[src/rtl/bcd_pkg.sv]
// Shared types and constants for the digit-serial BCD subtractor.
//   bcd_state_e   : controller states IDLE, CALC, FIX, DONE
//   bcd_digit_t   : one packed BCD digit
//   BCD_MAX_DIGIT : largest legal BCD digit value
package bcd_pkg;

  typedef enum logic [1:0] {
    IDLE,
    CALC,
    FIX,
    DONE
  } bcd_state_e;

  typedef logic [3:0] bcd_digit_t;

  localparam bcd_digit_t BCD_MAX_DIGIT = 4'd9;

endpackage

[src/rtl/bcd_digit_sub.sv]
// Combinational single-digit BCD subtractor: d = a_d - b_d - bin, corrected into 0..9.
// Ports:
//   a_d  : minuend digit (0..9)
//   b_d  : subtrahend digit (0..9)
//   bin  : borrow in from the next-lower digit
//   d    : result digit (0..9)
//   bout : borrow out (raw difference was negative)
module bcd_digit_sub
  import bcd_pkg::*;
(
  input  bcd_digit_t a_d,
  input  bcd_digit_t b_d,
  input  logic       bin,
  output bcd_digit_t d,
  output logic       bout
);

  // Range of t is -10..9, which fits a 5-bit signed value.
  logic signed [4:0] t;
  logic signed [4:0] t_adj;

  always_comb begin
    t     = $signed({1'b0, a_d}) - $signed({1'b0, b_d}) - $signed({4'b0000, bin});
    t_adj = t + 5'sd10;
    bout  = t[4];
    d     = bout ? t_adj[3:0] : t[3:0];
  end

endmodule

[src/rtl/bcd_subtractor_seq.sv]
// Sequential packed-BCD subtractor, one digit per clock, LSD first.
// Optional feature macro: BCD_SIGN_MAG_EN -- when defined, a negative result is turned
// into its magnitude in a second digit-serial pass (FIX) and neg is raised.
// Ports:
//   clk     : rising-edge clock
//   rst_n   : asynchronous active-low reset
//   start   : request, sampled only in IDLE
//   a, b    : minuend / subtrahend, packed BCD, LSD in [3:0]
//   diff    : packed BCD result
//   borrow  : borrow out of the MSD (a < b)
//   neg     : sign flag (only with BCD_SIGN_MAG_EN)
//   invalid : an operand digit exceeded 9
//   busy    : operation in progress
//   done    : one-cycle result-valid pulse
module bcd_subtractor_seq
  import bcd_pkg::*;
#(
  parameter int unsigned NUM_DIGITS = 4
) (
  input  logic                    clk,
  input  logic                    rst_n,
  input  logic                    start,
  input  logic [4*NUM_DIGITS-1:0] a,
  input  logic [4*NUM_DIGITS-1:0] b,
  output logic [4*NUM_DIGITS-1:0] diff,
  output logic                    borrow,
  output logic                    neg,
  output logic                    invalid,
  output logic                    busy,
  output logic                    done
);

  localparam int unsigned W     = 4 * NUM_DIGITS;
  localparam int unsigned IDX_W = (NUM_DIGITS > 1) ? $clog2(NUM_DIGITS) : 1;
  localparam logic [IDX_W-1:0] LAST_IDX = IDX_W'(NUM_DIGITS - 1);

  bcd_state_e       state;
  logic [W-1:0]     a_q;
  logic [W-1:0]     b_q;
  logic             bad_q;
  logic [IDX_W-1:0] idx;
  logic             bin_q;
  logic             ops_bad;
  bcd_digit_t       sub_a;
  bcd_digit_t       sub_b;
  bcd_digit_t       sub_d;
  logic             sub_bout;

`ifdef BCD_SIGN_MAG_EN
  logic neg_q;
  assign neg = neg_q;
`else
  assign neg = 1'b0;
`endif

  // Operand check on the raw inputs, used at the accepting edge.
  always_comb begin
    ops_bad = 1'b0;
    for (int i = 0; i < NUM_DIGITS; i++) begin
      if (a[i*4 +: 4] > BCD_MAX_DIGIT || b[i*4 +: 4] > BCD_MAX_DIGIT) ops_bad = 1'b1;
    end
  end

  // The single digit subtractor is shared: CALC feeds a_i - b_i, FIX feeds 0 - diff_i.
  always_comb begin
    sub_a = a_q[idx*4 +: 4];
    sub_b = b_q[idx*4 +: 4];
`ifdef BCD_SIGN_MAG_EN
    if (state == FIX) begin
      sub_a = '0;
      sub_b = diff[idx*4 +: 4];
    end
`endif
  end

  bcd_digit_sub u_digit_sub (
    .a_d  (sub_a),
    .b_d  (sub_b),
    .bin  (bin_q),
    .d    (sub_d),
    .bout (sub_bout)
  );

  always_ff @(posedge clk or negedge rst_n) begin
    if (!rst_n) begin
      state   <= IDLE;
      a_q     <= '0;
      b_q     <= '0;
      bad_q   <= 1'b0;
      idx     <= '0;
      bin_q   <= 1'b0;
      diff    <= '0;
      borrow  <= 1'b0;
      invalid <= 1'b0;
      busy    <= 1'b0;
      done    <= 1'b0;
`ifdef BCD_SIGN_MAG_EN
      neg_q   <= 1'b0;
`endif
    end else begin
      done <= 1'b0;
      unique case (state)
        IDLE: begin
          if (start) begin
            a_q     <= a;
            b_q     <= b;
            bad_q   <= ops_bad;
            idx     <= '0;
            bin_q   <= 1'b0;
            diff    <= '0;
            borrow  <= 1'b0;
            invalid <= 1'b0;
            busy    <= 1'b1;
`ifdef BCD_SIGN_MAG_EN
            neg_q   <= 1'b0;
`endif
            state   <= CALC;
          end
        end
        CALC: begin
          if (bad_q) begin
            // Rejected operands spend one cycle here without touching diff.
            invalid <= 1'b1;
            busy    <= 1'b0;
            done    <= 1'b1;
            state   <= DONE;
          end else begin
            diff[idx*4 +: 4] <= sub_d;
            bin_q            <= sub_bout;
            if (idx == LAST_IDX) begin
              borrow <= sub_bout;
              idx    <= '0;
              bin_q  <= 1'b0;
`ifdef BCD_SIGN_MAG_EN
              if (sub_bout) begin
                state <= FIX;
              end else begin
                busy  <= 1'b0;
                done  <= 1'b1;
                state <= DONE;
              end
`else
              busy  <= 1'b0;
              done  <= 1'b1;
              state <= DONE;
`endif
            end else begin
              idx <= idx + 1'b1;
            end
          end
        end
`ifdef BCD_SIGN_MAG_EN
        FIX: begin
          // Ten's complement of the raw result yields the magnitude.
          diff[idx*4 +: 4] <= sub_d;
          bin_q            <= sub_bout;
          if (idx == LAST_IDX) begin
            idx   <= '0;
            bin_q <= 1'b0;
            neg_q <= 1'b1;
            busy  <= 1'b0;
            done  <= 1'b1;
            state <= DONE;
          end else begin
            idx <= idx + 1'b1;
          end
        end
`endif
        DONE: begin
          state <= IDLE;
        end
        default: begin
          state <= IDLE;
        end
      endcase
    end
  end

endmodule

[config.mk]
export PLATFORM = sky130hd
export DESIGN_NAME = bcd_subtractor_seq
export DESIGN_NICKNAME = d
export VERILOG_FILES = /design/src/rtl/bcd_pkg.sv /design/src/rtl/bcd_digit_sub.sv /design/src/rtl/bcd_subtractor_seq.sv
export SDC_FILE = /design/constraint.sdc
export NUM_CORES = 1
export LEC_CHECK = 0
export ABC_AREA = 1
export CAP_MARGIN = 25
export CORE_ASPECT_RATIO = 1.4
export CORE_MARGIN = 3
export CORE_UTILIZATION = 40
export CTS_CLUSTER_SIZE = 30
export DETAILED_ROUTE_END_ITERATION = 10
export MAX_ROUTING_LAYER = met4
export PLACE_DENSITY = 0.62
export SYNTH_ARGS = -nofsm -noshare
export SYNTH_HDL_FRONTEND = slang
export SYNTH_SLANG_ARGS = --single-unit
export TNS_END_PERCENT = 30
[constraint.sdc]
create_clock -name clk -period 3.3 [get_ports clk]
set_input_delay 0.495 -clock clk [delete_from_list [all_inputs] [get_ports clk]]
set_output_delay 0.495 -clock clk [all_outputs]
set_load 0.1 [all_outputs]
# Word-level counts from Yosys, hierarchy flattened
# Cells that the tools add are included.
# word_totals
output_inout_bits,21
elab_cells,80
reg_bits,58
inputBits,35
# op_classes
shifts,4
add_sub_neg,5
n_mux,33
magnitude_cmp,8
n_eq_ne,7
reduce_logical,12
# ops
operator,count
$neg A4 Y34,1
$shift A4 B34 Y16 const A,1
$shiftx A4 B34 Y16,1
$gt A4 B4 Y1 const B,8
$mux W16,2
$pmux W16 S2,1
$shiftx A16 B5 Y4,2
$bwmux W16,1
$mux W1,16
$mux W2,6
$reduce_and A3 Y1,3
$ne A2 B2 Y1 const B,4
$pmux W1 S2,4
$pmux W2 S2,2
$sub A4 B4 Y5,1
$sub A5 B2 Y5,1
$add A4 B4 Y4 const B,1
$logic_or A1 B1 Y1,4
$mux W4,1
$reduce_and A2 Y1,2
$reduce_and A4 Y1,1
$ne A3 B3 Y1 const B,1
$add A2 B1 Y2 const B,1
$eq A2 B1 Y1 const B,1
other kinds (3),3

# Depth between registers and ports, before layout
# Gate-level depths: netlist (run 1).
# logic_depth
ltp_word,9
ltp_mapped,20
mapped_depth_nobuf,18

# Hierarchy
# A second synthesis (run 1) with hierarchy kept.
# hier_totals
cells_unflattened,401
hier_area_um2,3156.8
# modules_own_cells
mod,n_inst,seq_area_each_um2,area_each_um2,cells_per_inst
bcd_subtractor_seq,1,1451.4,2798.9,347
bcd_digit_sub,1,0.0,357.8,54

# Worst setup path before layout (run 1)
# No wires, ideal clock.
# synth_path
path_kind,register to register
from,register idx[0]
to,register diff[14]
slack_ns,0.542
required_time_ns,3.173
stages_incl_launch_ff,15
path_buffers,2
setup_time_ns,0.127
t_arrival_ns,2.630
synth_period_minus_slack_ns,2.758
path_cell_list,dfrtp_1 -> inv_2 -> buf_2 -> buf_2 -> o21ai_0 -> o22ai_1 -> fa_1 -> fa_1 -> nand2_1 -> nand2_1 -> ha_1 -> o21ai_1 -> nor2_1 -> nand2_1 -> o21ai_1
# synth_between
elab_chain_len,9
elab_cells_between_ends,12
classes_between,add/sub: 4; shift: 4; mux: 4
# synth_lines
element,line_no,rtl
from (decl),bcd_subtractor_seq.sv:41,logic [IDX_W-1:0] idx;
from (signal assigned),bcd_subtractor_seq.sv:148,idx <= idx + 1'b1;
"$shiftx A16 B5 Y4, on equally long branches","bcd_subtractor_seq.sv:66, bcd_subtractor_seq.sv:67",
$sub A4 B4 Y5,bcd_digit_sub.sv:23,"t = $signed({1'b0, a_d}) - $signed({1'b0, b_d}) - $signed({4'b0000, bin});"
$sub A5 B2 Y5,bcd_digit_sub.sv:23,
$add A4 B4 Y4,bcd_digit_sub.sv:24,t_adj = t + 5'sd10;
$mux W4,bcd_digit_sub.sv:26,d = bout ? t_adj[3:0] : t[3:0];
$shiftx A4 B34 Y16,bcd_subtractor_seq.sv:128,diff[idx*4 +: 4] <= sub_d;
$bwmux W16 *,bcd_subtractor_seq.sv:128,
$mux W16 *,bcd_subtractor_seq.sv:121,if (bad_q) begin
$pmux W16 S2 *,bcd_subtractor_seq.sv:102,unique case (state)
"to (signal, indexed assignment)",bcd_subtractor_seq.sv:128,
to (decl),bcd_subtractor_seq.sv:25,"output logic [4*NUM_DIGITS-1:0] diff,"
# Mark *: on every way between the ends. The rest lies on a longest branch, timed or not. The select of a mux whose other input is x is not followed.
# A chain may end at the register's enable or synchronous reset.

# Worst setup path in the final report (run 1)
# layout_path
from,register idx[1]
to,register diff[14]
# Same word-level chain as after synthesis.

==> results of run 1 <==
## per-layer routing
layer	global-route usage [%]	part of all wire, %
met5	-	0
met3	4.03	4.2
met2	29.0	51
met1	20.8	42
met4	8.38	2.9
## Yosys cell counts, drive strengths merged, types with 2 or more instances
cell type	n	share of area, %
o21ai	38	7.2
ha	9	3.9
nand2	157	21
clkbuf	4	0.52
fa	2	1.4
o22ai	3	0.65
o31ai	4	1.0
a32o	4	1.4
dfrtp	58	50
inv	27	3.5
nand3	9	1.6
nor2	16	2.3
buf	10	2.0
a21oi	5	0.86
nand4	6	1.7
## sequential cells by signal (all words and copies together), names as in the netlist
signal   flops
busy         1
invalid      1
bin_q        1
bad_q        1
borrow       1
done         1
idx          2
state        2
a_q         16
diff        16
b_q         16
## final cells by class
cell class	instances	area (um^2)
Fill cell	708	3210
Sequential cell	58	1450
Clock buffer	11	151
Timing Repair Buffer	63	616
Inverter	27	101
Multi-Input combinational cell	257	1280
Clock inverter	5	100
Tap cell	95	119
## cells by family (layout without fill, tap and decap cells)
group	Yosys count	after routing	share of synthesized area, %
AND/OR/NAND/NOR	190	190	27.2
flip-flops	58	58	50.0
AO/OA/AOI/OAI	54	54	11.1
buffers and inverters	41	106	6.03
adder cells (fa/ha/maj)	11	11	5.25
other	1	1	0.129
XOR/XNOR	1	1	0.302
## stage by stage
step           hold WS [ps]  cells
2_1_floorplan           199    356
3_3_place_gp            463    499
3_5_place_dp            469    499
4_1_cts                 319    515
5_1_grt                 142    516
6_report                120    516
## worst max path at each step
stage                     cells after the start  slack, ps  endpoint
final                                        13        310  diff[14]
after global routing                         18         50  diff[14]
after CTS                                    13        320  diff[14]
after detailed placement                     12        370  diff[14]
after global placement                       15        430  diff[14]
after floorplan                              14        540  diff[14]
==> impl_metrics.json, run 1 <==
{
  "antenna_found_initial": 0,
  "cts_setup_buffers": 0,
  "tns_ps": 0,
  "hold_viol_final": 0,
  "die_area_um2": 8340,
  "routed_wl_mm": 6.65,
  "cts_tree": "done",
  "fin_nets": 462,
  "design_area_um2": 3820,
  "cp.required_ps": 3510,
  "critical_path_class": "reg -> reg",
  "setup-violations-final": 0,
  "worstPathArrival_ps": 3200,
  "end_kind": "register",
  "final.min_clock_period_ps": 2990,
  "drc_errors": 0,
  "grt_overflow": 0,
  "final_core_util_pct": 54.3,
  "final_common_cell": "nand2_1",
  "clock.fmax_mhz": 335,
  "slew_viol_final": 0,
  "wl_per_cell_um": 12.9,
  "gp_congestion": 0.835,
  "synth_area_um2": 2910,
  "tightest_slew_ps": 976,
  "crit_start": "idx[1]",
  "die_y_um": 107,
  "outcome": "finished clean",
  "worst_path_most_repeated_cell": "nand2_1",
  "drtPass1Iterations": 4,
  "layout_common_cells": "nand2_1, dfrtp_1, clkdlybuf4s50_1",
  "num_vias": 2495,
  "synth-edff-count": 0,
  "rows": 36,
  "path_cells": "inv_1 > buf_4 > o21ai_0 > o22ai_1 > fa_1 > fa_1 > nand2_1 > nand2_1 > ha_1 > o21ai_1 > nor2_1 > nand2_1 > o21ai_1",
  "rsz0062_at_grt": "false",
  "ys_ff_latch": 58,
  "crit_slowest_cell": "dfrtp_1",
  "die_w_um": 78.0,
  "io_buffer_count": 54,
  "max_cap_violations": 0,
  "synth_cell_types": 29,
  "path_clk_slew_ps": 70,
  "cp_max_fo": 9,
  "vias_per_cell": 4.84,
  "ys_async_sr_fraction_pct": 100,
  "max_stage_delay_ps": 430,
  "crit-reg2reg-launch": "idx[1]",
  "post_cts_resized": 0,
  "first_global_vias": 2498,
  "fin_skew_ps": 8.62,
  "dpl_cell_area_um2": 3550,
  "numCtsBuffers": 9,
  "critPathTopFamily": "adder cells",
  "relSlewSlack_pct": 34.7,
  "cts_root_buf": "clkbuf_8",
  "drive_gt1_share_pct": 10.5,
  "dp_hpwl_mm": 5.02,
  "hp-class": "in -> async",
  "reg2reg_slack_ps": 310,
  "cts_hold_buf": 0,
  "grt_pass1_wl_mm": 11.3,
  "r2r_cells": 13,
  "syn2layout_area_growth_pct": 31.4,
  "cts_max_level": 3,
  "cts.sinks": 58,
  "antenna_left": 0,
  "synth_area_per_cell_um2": 8.16,
  "clk_path_buf_depth": 2,
  "period_share_pct": 90.5,
  "cp_num_buf_inv": 2,
  "coreArea_um2": 7030,
  "n_antenna_cell": 0,
  "num_io_pins": 56,
  "fin_ws_ps": 314,
  "syn_nets": 402,
  "grt_max_degree": 42,
  "start_kind": "register",
  "r2r_end": "diff[14]",
  "ys_warn_count": 0,
  "grt_use_total_pct": 17.8,
  "clk_latency_ps": 340,
  "syn_inst": 356,
  "synth_seq_area_share_pct": 50.0,
  "start_util_pct": 41.3,
  "synthFlopType": "dfrtp_1",
  "place_worst_setup_slack_ps": 365,
  "drt_iter0_markers": 122
}
Power of run 1 is not shown: default switching activity piles up to over one toggle a cycle in this logic, so the estimate is an artifact.
==> run 2: changes to the inputs <==
--- a/config.mk
+++ b/config.mk
@@ -10,6 +10,7 @@
 export CORE_ASPECT_RATIO = 1.4
 export CORE_MARGIN = 3
 export CORE_UTILIZATION = 40
+export CTS_CLUSTER_DIAMETER = 200
 export CTS_CLUSTER_SIZE = 30
 export DETAILED_ROUTE_END_ITERATION = 10
 export MAX_ROUTING_LAYER = met4
==> constraint.sdc (replaced) <==
create_clock -name clk -period 2.8 [get_ports clk]
set_input_delay 0.42 -clock clk [delete_from_list [all_inputs] [get_ports clk]]
set_output_delay 0.42 -clock clk [all_outputs]
set_load 0.1 [all_outputs]
==> run 2 against run 1 <==
Flip-flop and latch count stayed put; largest cell class unchanged; core utilization is 0.25 points higher; highest routed layer unchanged; count of clock-buffer cells in the layout stayed put; hold slack worse by 43 ps; global-route usage is 0.14 points higher; clock skew is 1.5 ps lower.
==> impl_metrics.json, run 2 (synthesis gave the netlist of run 1 again) <==
{
  "fin_skew_ps": 7.14,
  "outcome": "finished clean",
  "numCtsBuffers": 9,
  "rows": 36,
  "slew_viol_final": 0,
  "max_stage_delay_ps": 460,
  "antenna_found_initial": 0,
  "coreArea_um2": 7030,
  "syn2layout_area_growth_pct": 32.0,
  "final_common_cell": "nand2_1",
  "clock.fmax_mhz": 384,
  "drive_gt1_share_pct": 17.6,
  "vias_per_cell": 4.83,
  "fin_nets": 467,
  "crit_slowest_cell": "dfrtp_2",
  "io_buffer_count": 54,
  "path_cells": "buf_6 > o21ai_2 > o22ai_2 > fa_2 > fa_2 > inv_1 > nand2_2 > nand2_1 > nand2_1 > nand2_1 > nand2_2 > xnor2_1 > nor2_1 > nand2_1 > o21ai_1",
  "n_antenna_cell": 0,
  "path_clk_slew_ps": 70,
  "final_core_util_pct": 54.6,
  "hp-class": "in -> async",
  "cts_max_level": 3,
  "start_util_pct": 41.3,
  "first_global_vias": 2517,
  "drtPass1Iterations": 4,
  "clk_latency_ps": 330,
  "grt_use_total_pct": 17.9,
  "hold_viol_final": 0,
  "start_kind": "register",
  "reg.largest.list": "a_q (16), b_q (16), diff (16)",
  "drc_errors": 0,
  "num_vias": 2516,
  "grt_overflow": 0,
  "end_kind": "register",
  "grt_max_degree": 59,
  "cp_max_fo": 8,
  "cts_tree": "done",
  "die_y_um": 107,
  "num_io_pins": 56,
  "layout_common_cells": "nand2_1, dfrtp_1, clkdlybuf4s50_1",
  "max_cap_violations": 0,
  "critPathTopFamily": "adder cells",
  "reg2reg_slack_ps": 200,
  "cp_num_buf_inv": 2,
  "gp_congestion": 0.833,
  "routed_wl_mm": 6.64,
  "period_share_pct": 93.0,
  "cts.sinks": 58,
  "cts_root_buf": "clkbuf_8",
  "clk_path_buf_depth": 2,
  "wl_per_cell_um": 12.7,
  "die_w_um": 78.0,
  "cp.required_ps": 3020,
  "drt_iter0_markers": 123,
  "antenna_left": 0,
  "worstPathArrival_ps": 2820,
  "dp_hpwl_mm": 5.03,
  "final.min_clock_period_ps": 2600,
  "worst_path_most_repeated_cell": "nand2_1",
  "critical_path_class": "reg -> reg",
  "grt_pass1_wl_mm": 11.5,
  "fillers": 715,
  "die_area_um2": 8340,
  "setup-violations-final": 0
}
-- run 2: stage by stage --
step | setup TNS, ps | setup WS, ps | instance area (um^2) | instances | hold WS, ps
2_1_floorplan | 0 | 42.5 | 2910 | 356 | 124
3_3_place_gp | 0 | 77.9 | 3550 | 504 | 448
3_5_place_dp | 0 | 25.3 | 3550 | 504 | 448
4_1_cts | 0 | 10.3 | 3800 | 520 | 91.2
5_1_grt | -15.6 | -15.6 | 3830 | 521 | 99.0
6_report | 0 | 196 | 3830 | 521 | 76.2
-- run 2: area by class of cell --
class                           instances  area [um^2]  share of cell area [%]
Clock buffer                           11          151                    3.95
Clock inverter                          5          100                    2.61
Inverter                               27          104                    2.71
Multi-Input combinational cell        257         1300                    33.8
Sequential cell                        58         1450                    37.9
Tap cell                               95          119                    3.10
Timing Repair Buffer                   68          611                    15.9
-- run 2: final timing paths --
kind	from	cells past startpoint	endpoint
max	idx[0]	15	diff[13]
max reg2reg	idx[0]	15	diff[13]
min in group clk	b_q[6]	2	b_q[6]
max in group asynchronous	rst_n	2	idx[0]
min reg2reg	b_q[6]	2	b_q[6]
min	rst_n	2	done
-- run 2: what timing repair did --
item | CTS | global route
resized for setup | 0 | 10
hold buffers | 0 | 0
setup buffers | 0 | 1
setup endpoints to repair | 0 | 12
-- run 2: layer usage --
layer  global-route usage (%)  wire length, um  part of all wire, %  vias up
met4                     8.75              168                  2.5        0
met2                     30.0             3390                   51       57
met3                     2.86              237                  3.6       15
li1                         -                -                    -     1270
met5                        -                0                    0        -
met1                     20.8             2840                   43     1174
Power of run 2 is left out for the same reason.
